## config.mk

```make
export PLATFORM = sky130hd
export DESIGN_NAME = mem_wb_pipe_reg
export DESIGN_NICKNAME = d
export VERILOG_FILES = /design/src/rtl/core_pkg.sv /design/src/rtl/mem_wb_pipe_reg_load_align.sv /design/src/rtl/mem_wb_pipe_reg.sv
export SDC_FILE = /design/constraint.sdc
export NUM_CORES = 1
export LEC_CHECK = 0
export ABC_AREA = 1
export CAP_MARGIN = 20
export CELL_PAD_IN_SITES_DETAIL_PLACEMENT = 0
export CELL_PAD_IN_SITES_GLOBAL_PLACEMENT = 1
export CORE_UTILIZATION = 45
export CTS_CLUSTER_DIAMETER = 40
export DETAILED_ROUTE_END_ITERATION = 7
export DONT_BUFFER_PORTS = 1
export PLACE_DENSITY_LB_ADDON = 0.15
export RECOVER_POWER = 25
export SYNTH_ARGS = -nofsm -noshare
export SYNTH_HDL_FRONTEND = slang
export SYNTH_SLANG_ARGS = --single-unit
```

## constraint.sdc

```tcl
create_clock -name clk -period 2.75 [get_ports clk]
set_input_delay 0.4125 -clock clk [delete_from_list [all_inputs] [get_ports clk]]
set_output_delay 0.4125 -clock clk [all_outputs]
set_load 0.01 [all_outputs]
```

## src/rtl/core_pkg.sv

```systemverilog
// Shared core definitions: load func3 encodings, default datapath width
// and operand-select encodings for the lock-forward path.
package core_pkg;

  localparam int XLEN_DEF = 32;

  // RISC-V load func3 encodings
  typedef enum logic [2:0] {
    F3_LB  = 3'b000,
    F3_LH  = 3'b001,
    F3_LW  = 3'b010,
    F3_LD  = 3'b011,
    F3_LBU = 3'b100,
    F3_LHU = 3'b101,
    F3_LWU = 3'b110
  } load_f3_e;

  // Operand select for the lock-forward override
  localparam logic RS1 = 1'b0;
  localparam logic RS2 = 1'b1;

endpackage

```

## src/rtl/mem_wb_pipe_reg_load_align.sv

```systemverilog
// load_align: combinational load-data alignment with sign/zero extension.
// The raw word is shifted down by the byte offset; any bits shifted past
// the top are simply lost (misaligned accesses are not trapped here).
module load_align
  import core_pkg::*;
#(
  parameter int XLEN  = XLEN_DEF,
  parameter int OFF_W = (XLEN == 64) ? 3 : 2
) (
  input  logic [2:0]       func3,
  input  logic [OFF_W-1:0] offset,
  input  logic [XLEN-1:0]  raw,
  output logic [XLEN-1:0]  ext
);

  logic [XLEN-1:0] shifted;

  assign shifted = raw >> {offset, 3'b000};

  // Select extension by load type; unknown types pass the raw word
  always_comb begin
    ext = raw;
    case (func3)
      F3_LB:   ext = XLEN'($signed(shifted[7:0]));
      F3_LH:   ext = XLEN'($signed(shifted[15:0]));
      F3_LW:   ext = XLEN'($signed(shifted[31:0]));
      F3_LBU:  ext = XLEN'(shifted[7:0]);
      F3_LHU:  ext = XLEN'(shifted[15:0]);
      F3_LWU:  ext = (XLEN == 64) ? XLEN'(shifted[31:0]) : raw;
      F3_LD:   ext = (XLEN == 64) ? shifted : raw;
      default: ext = raw;
    endcase
  end

endmodule

```

## src/rtl/mem_wb_pipe_reg.sv

```systemverilog
// mem_wb_pipe_reg: MEM/WB pipeline register with stall/flush, valid bit,
// registered load alignment and a LOCK_DEPTH-entry lock-forward FIFO.
// Optional feature macro: MEM_WB_PERF_CNT_EN adds retire/bubble counters.
module mem_wb_pipe_reg
  import core_pkg::*;
#(
  parameter int XLEN       = XLEN_DEF,
  parameter int REG_IDX_W  = 5,
  parameter int LOCK_DEPTH = 2,
  parameter int RS_SEL_W   = 1
) (
  input  logic                 clk,
  input  logic                 rst,
  input  logic                 stall,
  input  logic                 flush,
  input  logic                 mem_valid,
  input  logic                 mem_mux_rd,
  input  logic                 mem_regfile_en,
  input  logic [2:0]           mem_func3,
  input  logic [REG_IDX_W-1:0] mem_rd_index,
  input  logic [XLEN-1:0]      mem_dm_dataout,
  input  logic [XLEN-1:0]      mem_alu_result,
  input  logic                 lock_req,
  input  logic [RS_SEL_W-1:0]  lock_rs,
  input  logic [XLEN-1:0]      lock_fwd_data,
  input  logic                 lock_consume,
  output logic                 wb_valid,
  output logic                 wb_mux_rd,
  output logic                 wb_regfile_en,
  output logic [2:0]           wb_func3,
  output logic [REG_IDX_W-1:0] wb_rd_index,
  output logic [XLEN-1:0]      wb_load_data,
  output logic [XLEN-1:0]      wb_alu_result,
  output logic [XLEN-1:0]      wb_data,
  output logic                 lock_valid,
  output logic [XLEN-1:0]      lock_data,
  output logic [RS_SEL_W-1:0]  lock_sel,
  output logic                 lock_full,
  output logic                 lock_overflow
`ifdef MEM_WB_PERF_CNT_EN
  ,
  output logic [31:0]          retire_cnt,
  output logic [31:0]          bubble_cnt
`endif
);

  localparam int OFF_W = (XLEN == 64) ? 3 : 2;
  // Depth 1 still needs a 1-bit pointer; wrap is handled explicitly.
  localparam int PTR_W = (LOCK_DEPTH > 1) ? $clog2(LOCK_DEPTH) : 1;
  localparam int CNT_W = $clog2(LOCK_DEPTH + 1);

  logic            advance;
  logic [XLEN-1:0] align_data;

  assign advance = ~flush & ~stall;

  load_align #(.XLEN(XLEN), .OFF_W(OFF_W)) u_align (
    .func3  (mem_func3),
    .offset (mem_alu_result[OFF_W-1:0]),
    .raw    (mem_dm_dataout),
    .ext    (align_data)
  );

  // WB stage registers: flush kills the instruction but keeps its payload
  always_ff @(posedge clk) begin
    if (rst) begin
      wb_valid      <= 1'b0;
      wb_mux_rd     <= 1'b0;
      wb_regfile_en <= 1'b0;
      wb_func3      <= '0;
      wb_rd_index   <= '0;
      wb_load_data  <= '0;
      wb_alu_result <= '0;
    end else if (flush) begin
      wb_valid      <= 1'b0;
      wb_regfile_en <= 1'b0;
    end else if (advance) begin
      wb_valid      <= mem_valid;
      wb_mux_rd     <= mem_mux_rd;
      wb_regfile_en <= mem_regfile_en & mem_valid;
      wb_func3      <= mem_func3;
      wb_rd_index   <= mem_rd_index;
      wb_load_data  <= align_data;
      wb_alu_result <= mem_alu_result;
    end
  end

  assign wb_data = wb_mux_rd ? wb_load_data : wb_alu_result;

  // ---------------------------------------------------------------------
  // Lock-forward queue (runs regardless of stall)
  // ---------------------------------------------------------------------
  logic [XLEN-1:0]     q_data [LOCK_DEPTH];
  logic [RS_SEL_W-1:0] q_sel  [LOCK_DEPTH];
  logic [PTR_W-1:0]    head, tail;
  logic [CNT_W-1:0]    count;
  logic                pop, push_ok, drop;

  function automatic logic [PTR_W-1:0] ptr_inc(input logic [PTR_W-1:0] p);
    return (p == PTR_W'(LOCK_DEPTH - 1)) ? '0 : PTR_W'(p + 1'b1);
  endfunction

  assign lock_valid = (count != '0);
  assign lock_full  = (count == CNT_W'(LOCK_DEPTH));
  assign lock_data  = q_data[head];
  assign lock_sel   = q_sel[head];

  // A full queue still accepts a push when the head leaves the same cycle
  assign pop     = lock_consume & lock_valid;
  assign push_ok = lock_req & (~lock_full | pop);
  assign drop    = lock_req & lock_full & ~pop;

  // Queue pointers, count, entries and sticky overflow
  always_ff @(posedge clk) begin
    if (rst) begin
      head          <= '0;
      tail          <= '0;
      count         <= '0;
      lock_overflow <= 1'b0;
      for (int i = 0; i < LOCK_DEPTH; i++) begin
        q_data[i] <= '0;
        q_sel[i]  <= '0;
      end
    end else if (flush) begin
      head          <= '0;
      tail          <= '0;
      count         <= '0;
      lock_overflow <= 1'b0;
    end else begin
      if (push_ok) begin
        q_data[tail] <= lock_fwd_data;
        q_sel[tail]  <= lock_rs;
        tail         <= ptr_inc(tail);
      end
      if (pop)
        head <= ptr_inc(head);
      if (push_ok && !pop)
        count <= CNT_W'(count + 1'b1);
      else if (pop && !push_ok)
        count <= CNT_W'(count - 1'b1);
      if (drop)
        lock_overflow <= 1'b1;
    end
  end

`ifdef MEM_WB_PERF_CNT_EN
  // Retire/bubble counters; flushes count as bubbles
  always_ff @(posedge clk) begin
    if (rst) begin
      retire_cnt <= '0;
      bubble_cnt <= '0;
    end else if (flush) begin
      bubble_cnt <= bubble_cnt + 32'd1;
    end else if (advance) begin
      if (mem_valid)
        retire_cnt <= retire_cnt + 32'd1;
      else
        bubble_cnt <= bubble_cnt + 32'd1;
    end
  end
`endif

endmodule

```

==> run_results.csv, run 1 <==
group,metric,value,unit
sta,fin_hold_ws,130,ps
critical_path,cp_top_family,"flip-flops",
layout,final_cells,1018,
logic_synthesis,synth-main-ff-cell,"dfxtp_1",
sta,relSlewSlack,-0.401,
grt,overflow,0,
clock_network,cts_buffer_depth,2,
critical_path,crit_path_end_kind,"primary output",
placement,place.gp.congestion,0.857,
job,maxCapViolCount,1,
sta,fmax,440,MHz
floorplan,die-area,16000,sq um
power,leakagePower,3.21,nW
floorplan,ioPinCount,257,
drt,drtPass1Iterations,8,
floorplan,die_w,126,microns
drt,avgViaCountPerCell,5.43,
clock_network,clkSinkCount,147,
min_path,hold_path.class,"input port to register",
critical_path,r2r_start,"count[1]",
logic_synthesis,synth_top_cells_by_count,"nor2_1, nand2_1, o21ai_0",
placement,place_ws,764,ps
drt,routed_wl,18800,microns
layout,final_core_util,0.498,
drt,drt_iter0_drc,352,
logic_synthesis,ys_warn_count,0,
critical_path,cp_max_fo,42,
clock_network,root_buffer,"clkbuf_16",
critical_path,cp_data_arrival_time,1860,ps
clock_network,insertion_delay,420,ps
sta,rsz0062_at_grt,"no",
critical_path,startpoint,"wb_mux_rd",
logic_synthesis,yosysUniqueCellTypes,30,
critical_path,crit_required,2340,ps
drt,drc,0,
placement,io_buffers,0,
critical_path,path_buf_inv,1,
power,peakVddDrop,0.000413,V
status,violations,"max-capacitance violations, max-slew violations",
logic_synthesis,synth_largest_area_cell,"edfxtp_1",
logic_synthesis,synth_top_area_share,0.284,
sta,setup_violations,0,
grt,grt_pass1_vias,5249,
critical_path,path_class,"register to primary output",
layout,fin_nets,932,
logic_synthesis,yosysMostFrequentCell,"nor2_1",
critical_path,cpMaxStageDelayCell,"dfxtp_2",
clock_network,post-cts-setup-buffers,0,
placement,hpwl,13200,microns
logic_synthesis,ys_seq_area_frac,0.517,
sta,tightestPinTransition,2100,ps
logic_synthesis,syn_area,6970,sq um
clock_network,cts_htree_levels,4,
sta,fin_crit,2270,ps
clock_network,cts.clk_slew.worst_paths,60,ps
logic_synthesis,ys_ff_latch,147,
logic_synthesis,syn_inst,843,
drt,via_count,5529,
layout,diodes,0,
clock_network,cts_tree,"built",
sta,finalCritPeriodShare,0.827,
logic_synthesis,avgSynthCellArea,8.27,sq um
sta,final.setup.worst_slack,477,ps
logic_synthesis,synth_enable_flop_cells,66,
grt,antenna_found_initial,0,
critical_path,cpPeakStageDelay,890,ps
grt,grt_max_degree,58,
sta,finalSetupTns,0,ps
layout,synthToLayoutAreaGrowth,8.11,%
grt,grt_usage,0.235,
sta,hold_violations,0,
sta,drv_slew,57,
min_path,min_from,"mem_alu_result[11]",
critical_path,worstPathCellList,"buf_4, nand2_1, o21ai_0",
logic_synthesis,syn-num-nets,958,
floorplan,num_rows,45,
drt,ant_nets,0,
power,powerDensity,689,nW/um^2
clock_network,post_cts_resize_count,0,
logic_synthesis,synth_area_leaders,"edfxtp_1, dfxtp_1, nor2_1, nand2_1, o21ai_0",
logic_synthesis,synthArstFlopShare,0,
grt,grt_pass1_wl,28900,microns
layout,drive_gt1_frac,0.108,
status,status,"complete, but fails checks",
placement,placed_cells,986,
floorplan,start_util,0.460,
clock_network,numCtsBuffers,17,
floorplan,core_area,15100,sq um
drt,wl_per_cell,18.4,microns
clock_network,postCtsHoldBufs,0,
floorplan,die_h,126,microns
critical_path,cp-start-kind,"register",
sta,clock-skew-final,4.79,ps
[layout by cell type (no fill, tap or decap), types with 2 or more instances in the layout]
master and n:
a21oi_1 54, a31oi_1 2, buf_4 8, clkbuf_1 4, clkbuf_16 17, clkinv_2 2
clkinv_4 3, clkinvlp_4 3, dfxtp_1 80, edfxtp_1 66, inv_1 90, inv_2 3
inv_6 2, mux2_2 35, nand2_1 135, nand2_2 3, nand2_4 2, nand3_1 27
nand4_1 16, nor2_1 142, nor2_2 2, nor2_4 2, nor2_8 2, o211ai_1 7
o21ai_0 100, o21ai_1 14
[final timing paths]
kind | to | slack (ps) | depth (start not counted)
max reg2reg | count[1] | 950 | 10
min reg2reg | register | 490 | 2
max | wb_data[19] | 480 | 3
min | wb_alu_result[11] | 130 | 2
[state kept, by name, summed over array words and instances (netlist names), 2 cells and up, named ones only]
signal,flops
wb_func3,3
q_sel,2
wb_rd_index,5
count,2
q_data,64
wb_alu_result,32
wb_load_data,32
[cells by family after synthesis]
logic type | after synthesis | synth area share
compound gates | 178 | 0.131
fa+ha+maj | 1 | 0.00179
buf+inv | 149 | 0.0920
flops | 147 | 0.517
mux | 35 | 0.0565
simple gates | 333 | 0.202
[routing by layer]
| metal | GRT usage | up-vias | routed length (microns) |
|---|---|---|---|
| met2 | 0.374 | 194 | 9170 |
| met1 | 0.291 | 2601 | 7760 |
| met5 | 0 | - | 0 |
| met3 | 0.0835 | 20 | 1530 |
| li1 | - | 2714 | - |
| met4 | 0.0921 | 0 | 301 |
[report_power, final]
group | total (W) | internal, W | leakage (nW) | switching [W]
sequential | 0.00254 | 0.00241 | 1.35 | 0.000127
clock | 0.00214 | 0.00125 | 0.258 | 0.000894
combinational | 0.000517 | 0.000162 | 1.60 | 0.000356
[layout make-up]
cell class / instances / area (sq um)
multi-input combinational: 547 / 2730
clock inverter: 12 / 110
tap: 188 / 235
fill: 1465 / 7610
clock buffer: 20 / 437
inverter: 94 / 355
timing repair buffer: 10 / 68.8
sequential: 147 / 3600
[stage by stage]
step	cell area, sq um	total power (W)
6_report	7540	0.00519
5_1_grt	7540	0.00542
4_1_cts	7570	0.00525
3_5_place_dp	7020	0.00311
3_3_place_gp	7020	0.00309
2_1_floorplan	6970	0.00298
(Power assumes the default switching activity.)
==> run 2: changes to the inputs <==
Clock period 2.75 ns to 2.3 ns, I/O delays scaled along.
==> run 2 against run 1 <==
The run still ends with max-capacitance violations, max-slew violations left. Setup slack worse by 110 ps. Sequential share of layout area down 0.76 points. Sequential cell count unchanged. Design area up 1.6%. Non-clock buffer count up 4. Clock power up 37%. Core utilization up 0.80 points. Global-route usage down 0.50 points. Routed wire length down 0.65%. Via count up 0.36%.
==> run_results.csv, run 2 (synthesized netlist as in run 1, its figures left out) <==
group,metric,value,unit
status,status,"complete, but fails checks",
status,violations,"max-capacitance violations, max-slew violations",
sta,clock-skew-final,8.74,ps
power,power_switching,0.00167,W
placement,place_ws,468,ps
drt,drt_iter0_drc,388,
critical_path,r2r_end,"q_data[1][17]",
layout,diodes,0,
critical_path,reg2reg_depth,8,
grt,globalRoute.busiestLayer,"met2",
layout,final_common_cell,"nor2_1",
layout,final_cell_mix,"nor2_1, nand2_1, o21ai_0",
critical_path,worstPathCellList,"inv_2, clkbuf_1, o21ai_0, a21oi_1",
layout,fillers,1450,
power,peakVddDrop,0.000514,V
layout,largest_register_ffs,64,
layout,fin_nets,936,
floorplan,start_util,0.460,
power,leakagePower,3.28,nW
critical_path,crit_required,2630,ps
clock_network,cts_tree,"built",
drt,drc,0,
power,powerDensity,860,nW/um^2
floorplan,die_w,126,microns
drt,wl_per_cell,18.2,microns
sta,relSlewSlack,-0.0262,
clock_network,root_buffer,"clkbuf_16",
placement,io_buffers,0,
critical_path,r2r_start,"count[1]",
floorplan,core_area,15100,sq um
clock_network,post_cts_resize_count,0,
drt,drtPass1Iterations,5,
sta,fin_crit,1940,ps
power,power_frac_clock,0.444,
power,internal-power,0.00491,W
critical_path,path_class,"input port to register",
drt,avgViaCountPerCell,5.43,
grt,grt_max_degree,57,
sta,finalCritPeriodShare,0.842,
clock_network,insertion_delay,420,ps
sta,drv_slew,39,
critical_path,cpMaxStageDelayCell,"clkbuf_1",
clock_network,post-cts-setup-buffers,0,
placement,place.gp.congestion,0.820,
layout,regMostFlops,"q_data",
sta,rsz0062_at_grt,"no",
drt,ant_nets,0,
clock_network,clkSinkCount,147,
grt,overflow,0,
floorplan,die-area,16000,sq um
clock_network,cts.clk_slew.worst_paths,60,ps
critical_path,cp_max_fo,38,
sta,hold_violations,0,
critical_path,cp-start-kind,"input port",
min_path,hold_path.class,"input port to register",
layout,drive_gt1_frac,0.114,
floorplan,ioPinCount,257,
placement,hpwl,13300,microns
sta,fmax,516,MHz
grt,use_met1,0.267,
sta,setup_violations,0,
grt,antenna_found_initial,0,
drt,via_count,5549,
clock_network,postCtsHoldBufs,0,
layout,largest_registers,"q_data x64, wb_alu_result x32, wb_load_data x32",
grt,grtUsageMet3,0.0844,
clock_network,cts_buffer_depth,2,
sta,finalSetupTns,0,ps
critical_path,cpPeakStageDelay,1090,ps
clock_network,numCtsBuffers,17,
clock_network,cts_htree_levels,4,
critical_path,startpoint,"rst",
critical_path,worstSetupEndpoint,"wb_alu_result[20]",
grt,grt_pass1_vias,5252,
power,netSwitchingFraction,0.254,
critical_path,cp_data_arrival_time,2270,ps
drt,routed_wl,18600,microns
power,seqPwrFrac,0.459,
min_path,min_from,"mem_alu_result[10]",
critical_path,crit_path_end_kind,"register",
sta,tightestPinTransition,1540,ps
grt,grt_usage,0.230,
critical_path,reg2reg_setup_slack,460,ps
grt,grt_pass1_wl,28100,microns
sta,final.setup.worst_slack,363,ps
floorplan,num_rows,45,
layout,synthToLayoutAreaGrowth,9.85,%
power,combinationalPowerShare,0.097,
floorplan,die_h,126,microns
grt,met2_usage,0.390,
job,maxCapViolCount,1,
-- run 2: layout make-up --
type | count | area [sq um] | share of cell area
Inverter | 94 | 355 | 0.0464
Sequential cell | 147 | 3600 | 0.471
Tap cell | 188 | 235 | 0.0307
Multi-Input combinational cell | 547 | 2730 | 0.356
Timing Repair Buffer | 14 | 108 | 0.0140
Clock buffer | 18 | 429 | 0.0560
Clock inverter | 14 | 200 | 0.0261
-- run 2: per-stage QoR --
step / std cells / hold slack [ps] / total power, W / utilization / area, sq um
2_1_floorplan: 843 / 447 / 0.00356 / - / 6970
3_3_place_gp: 990 / 463 / 0.00371 / 0.465 / 7050
3_5_place_dp: 990 / 468 / 0.00372 / 0.465 / 7050
4_1_cts: 1022 / 50.4 / 0.00665 / 0.507 / 7680
5_1_grt: 1022 / 50.8 / 0.00684 / 0.506 / 7660
6_report: 1022 / 64.2 / 0.00659 / 0.506 / 7660
-- run 2: worst min-delay path by stage --
stage / cells past startpoint / to
5_1_grt: 2 / wb_alu_result[11]
4_1_cts: 2 / wb_alu_result[10]
6_report: 2 / wb_alu_result[10]
2_1_floorplan: 2 / register
3_5_place_dp: 2 / head
3_3_place_gp: 2 / register
-- run 2: layer usage --
layer	wire, microns	vias up
met5	0	-
met3	1500	20
met2	9220	180
met4	281	0
li1	-	2723
met1	7630	2626
-- run 2: worst max-delay path, delay by kind of cell --
family,cells,cell delay [ps]
buffers and inverters,2,1430
AOI/OAI and AO/OA,2,480
-- run 2: power groups by stage --
stage	Combinational (W)	Sequential [W]	Clock, W
floorplan	0.000524	0.00304	0
global placement	0.000629	0.00308	0
detailed placement	0.000641	0.00308	0
CTS	0.000644	0.00302	0.00298
global route	0.000714	0.00304	0.00309
finish	0.000637	0.00302	0.00293
==> run 3: changes to the inputs <==
Clock period 2.3 ns to 1.9 ns, I/O delays scaled along.
==> run 3 against run 2 <==
The flow now finishes without violations. Non-clock buffer count rose by 19. Core utilization rose by 1.2 points. Sequential share of layout area fell by 1.1 points. Total power rose by 16%. Via count rose by 1.3%. First-iteration DRC count fell by 16%. Design area rose by 2.4%. Clock power rose by 9.2%. Routed wire length rose by 2.0%. Worst hold slack got worse by 49 ps. Critical endpoint is now wb_data[5]. Largest cell class unchanged.
==> run_results.csv, run 3 (synthesized netlist as in run 1, its figures left out) <==
group,metric,value,unit
clock_network,root_buffer,"clkbuf_16",
floorplan,ioPinCount,257,
layout,synthToLayoutAreaGrowth,12.5,%
min_path,min_from,"rst",
critical_path,cp-start-kind,"register",
grt,antenna_found_initial,0,
power,leakagePower,3.35,nW
critical_path,startpoint,"wb_mux_rd",
power,peakVddDrop,0.000582,V
sta,setup_violations,0,
layout,largest_registers,"q_data x64, wb_alu_result x32, wb_load_data x32",
sta,hold_violations,0,
sta,finalCritPeriodShare,0.925,
grt,grt_max_degree,57,
layout,regMostFlops,"q_data",
drt,routed_wl,19000,microns
sta,fin_crit,1760,ps
clock_network,insertion_delay,420,ps
power,power_switching,0.00217,W
placement,place.gp.congestion,0.835,
job,maxCapViolCount,0,
sta,relSlewSlack,0.362,
sta,fmax,569,MHz
layout,fillers,1412,
power,combinationalPowerShare,0.105,
floorplan,die-area,16000,sq um
critical_path,path_class,"register to primary output",
critical_path,cpPeakStageDelay,470,ps
layout,drive_gt1_frac,0.118,
clock_network,clkSinkCount,147,
critical_path,cp_max_fo,30,
drt,drt_iter0_drc,325,
floorplan,start_util,0.460,
power,power_frac_clock,0.417,
critical_path,r2r_start,"count[0]",
clock_network,cts_buffer_depth,2,
floorplan,die_h,126,microns
drt,ant_nets,0,
floorplan,die_w,126,microns
power,finalPower,0.00767,W
critical_path,crit_cells,2,
grt,grt_pass1_vias,5366,
drt,wl_per_cell,18.3,microns
layout,seqCellArea,3610,sq um
min_path,hold_path.class,"input port to register",
power,seqPwrFrac,0.478,
critical_path,cp_data_arrival_time,1470,ps
layout,final_core_util,0.518,
critical_path,path_buf_inv,1,
layout,multi_input_area,2730,sq um
sta,finalSetupTns,0,ps
power,powerDensity,978,nW/um^2
floorplan,core_area,15100,sq um
drt,via_count,5621,
layout,final_cell_mix,"nor2_1, nand2_1, o21ai_0",
critical_path,crit_required,1620,ps
layout,largest_register_ffs,64,
drt,avgViaCountPerCell,5.40,
power,internal-power,0.00550,W
drt,drc,0,
drt,drtPass1Iterations,5,
critical_path,cp_top_family,"flip-flops",
placement,io_buffers,0,
clock_network,cts.clk_slew.worst_paths,70,ps
clock_network,cts_tree,"built",
floorplan,num_rows,45,
sta,tightestPinTransition,957,ps
layout,final_common_cell,"nor2_1",
grt,grt_pass1_wl,29300,microns
sta,rsz0062_at_grt,"no",
grt,overflow,0,
critical_path,crit_path_end_kind,"primary output",
critical_path,reg2reg_depth,8,
min_path,whs_path_depth,3,
status,status,"finished clean",
placement,hpwl,13400,microns
clock_network,cts_htree_levels,4,
critical_path,worstPathCellList,"buf_4, o21ai_0",
layout,diodes,0,
power,netSwitchingFraction,0.283,
sta,clock-skew-final,4.72,ps
layout,fin_nets,955,
sta,drv_slew,0,
critical_path,cpMaxStageDelayCell,"dfxtp_4",
clock_network,numCtsBuffers,17,
grt,grt_usage,0.240,
## run 3: final timing paths
kind | endpoint | slack (ps)
worst max-delay path | wb_data[5] | 140
worst min-delay path | wb_load_data[9] | 20
worst max register to register | count[1] | 210
worst min register to register | head | 490
## run 3: layer usage
| metal | up-vias | global-route usage | part of all wire |
|---|---|---|---|
| met5 | - | 0 | 0 |
| met4 | 0 | 0.0921 | 0.020 |
| met3 | 28 | 0.0928 | 0.085 |
| met2 | 186 | 0.391 | 0.48 |
| met1 | 2653 | 0.287 | 0.41 |
| li1 | 2754 | - | - |
## run 3: area by class of cell
| type | instances | area share |
|---|---|---|
| inverters | 94 | 0.0453 |
| clock inverters | 15 | 0.0172 |
| clock buffers | 17 | 0.0542 |
| repair buffers | 33 | 0.0451 |
| flip-flops and latches | 147 | 0.460 |
| multi-input cells | 547 | 0.348 |
| well taps | 188 | 0.0300 |
## run 3: metrics by stage
step	cells	hold WS (ps)	instance area, sq um	setup WS (ps)
2_1_floorplan	843	420	6980	55.0
4_1_cts	1041	0.557	7890	91.8
3_5_place_dp	992	430	7160	254
6_report	1041	15.6	7840	143
5_1_grt	1041	20.3	7840	46.2
3_3_place_gp	992	423	7160	357
## run 3: what timing repair did
action                     4_1_cts  5_1_grt
resized for setup                1        0
buffers inserted                 0        0
hold endpoints to repair        17        0
setup endpoints to repair       20        0
hold buffers                    17        0
## run 3: power groups by stage
| stage | Combinational, W | Sequential, W | Clock, W |
|---|---|---|---|
| 2_1_floorplan | 0.000636 | 0.00367 | 0 |
| 3_3_place_gp | 0.000778 | 0.00373 | 0 |
| 3_5_place_dp | 0.000791 | 0.00374 | 0 |
| 4_1_cts | 0.000824 | 0.00367 | 0.00326 |
| 5_1_grt | 0.000908 | 0.00368 | 0.00339 |
| 6_report | 0.000804 | 0.00367 | 0.00320 |
## run 3: worst min-delay path: cells and delay by family
kind,cells,cell delay (ps)
compound gates,2,80
buf+inv,1,40
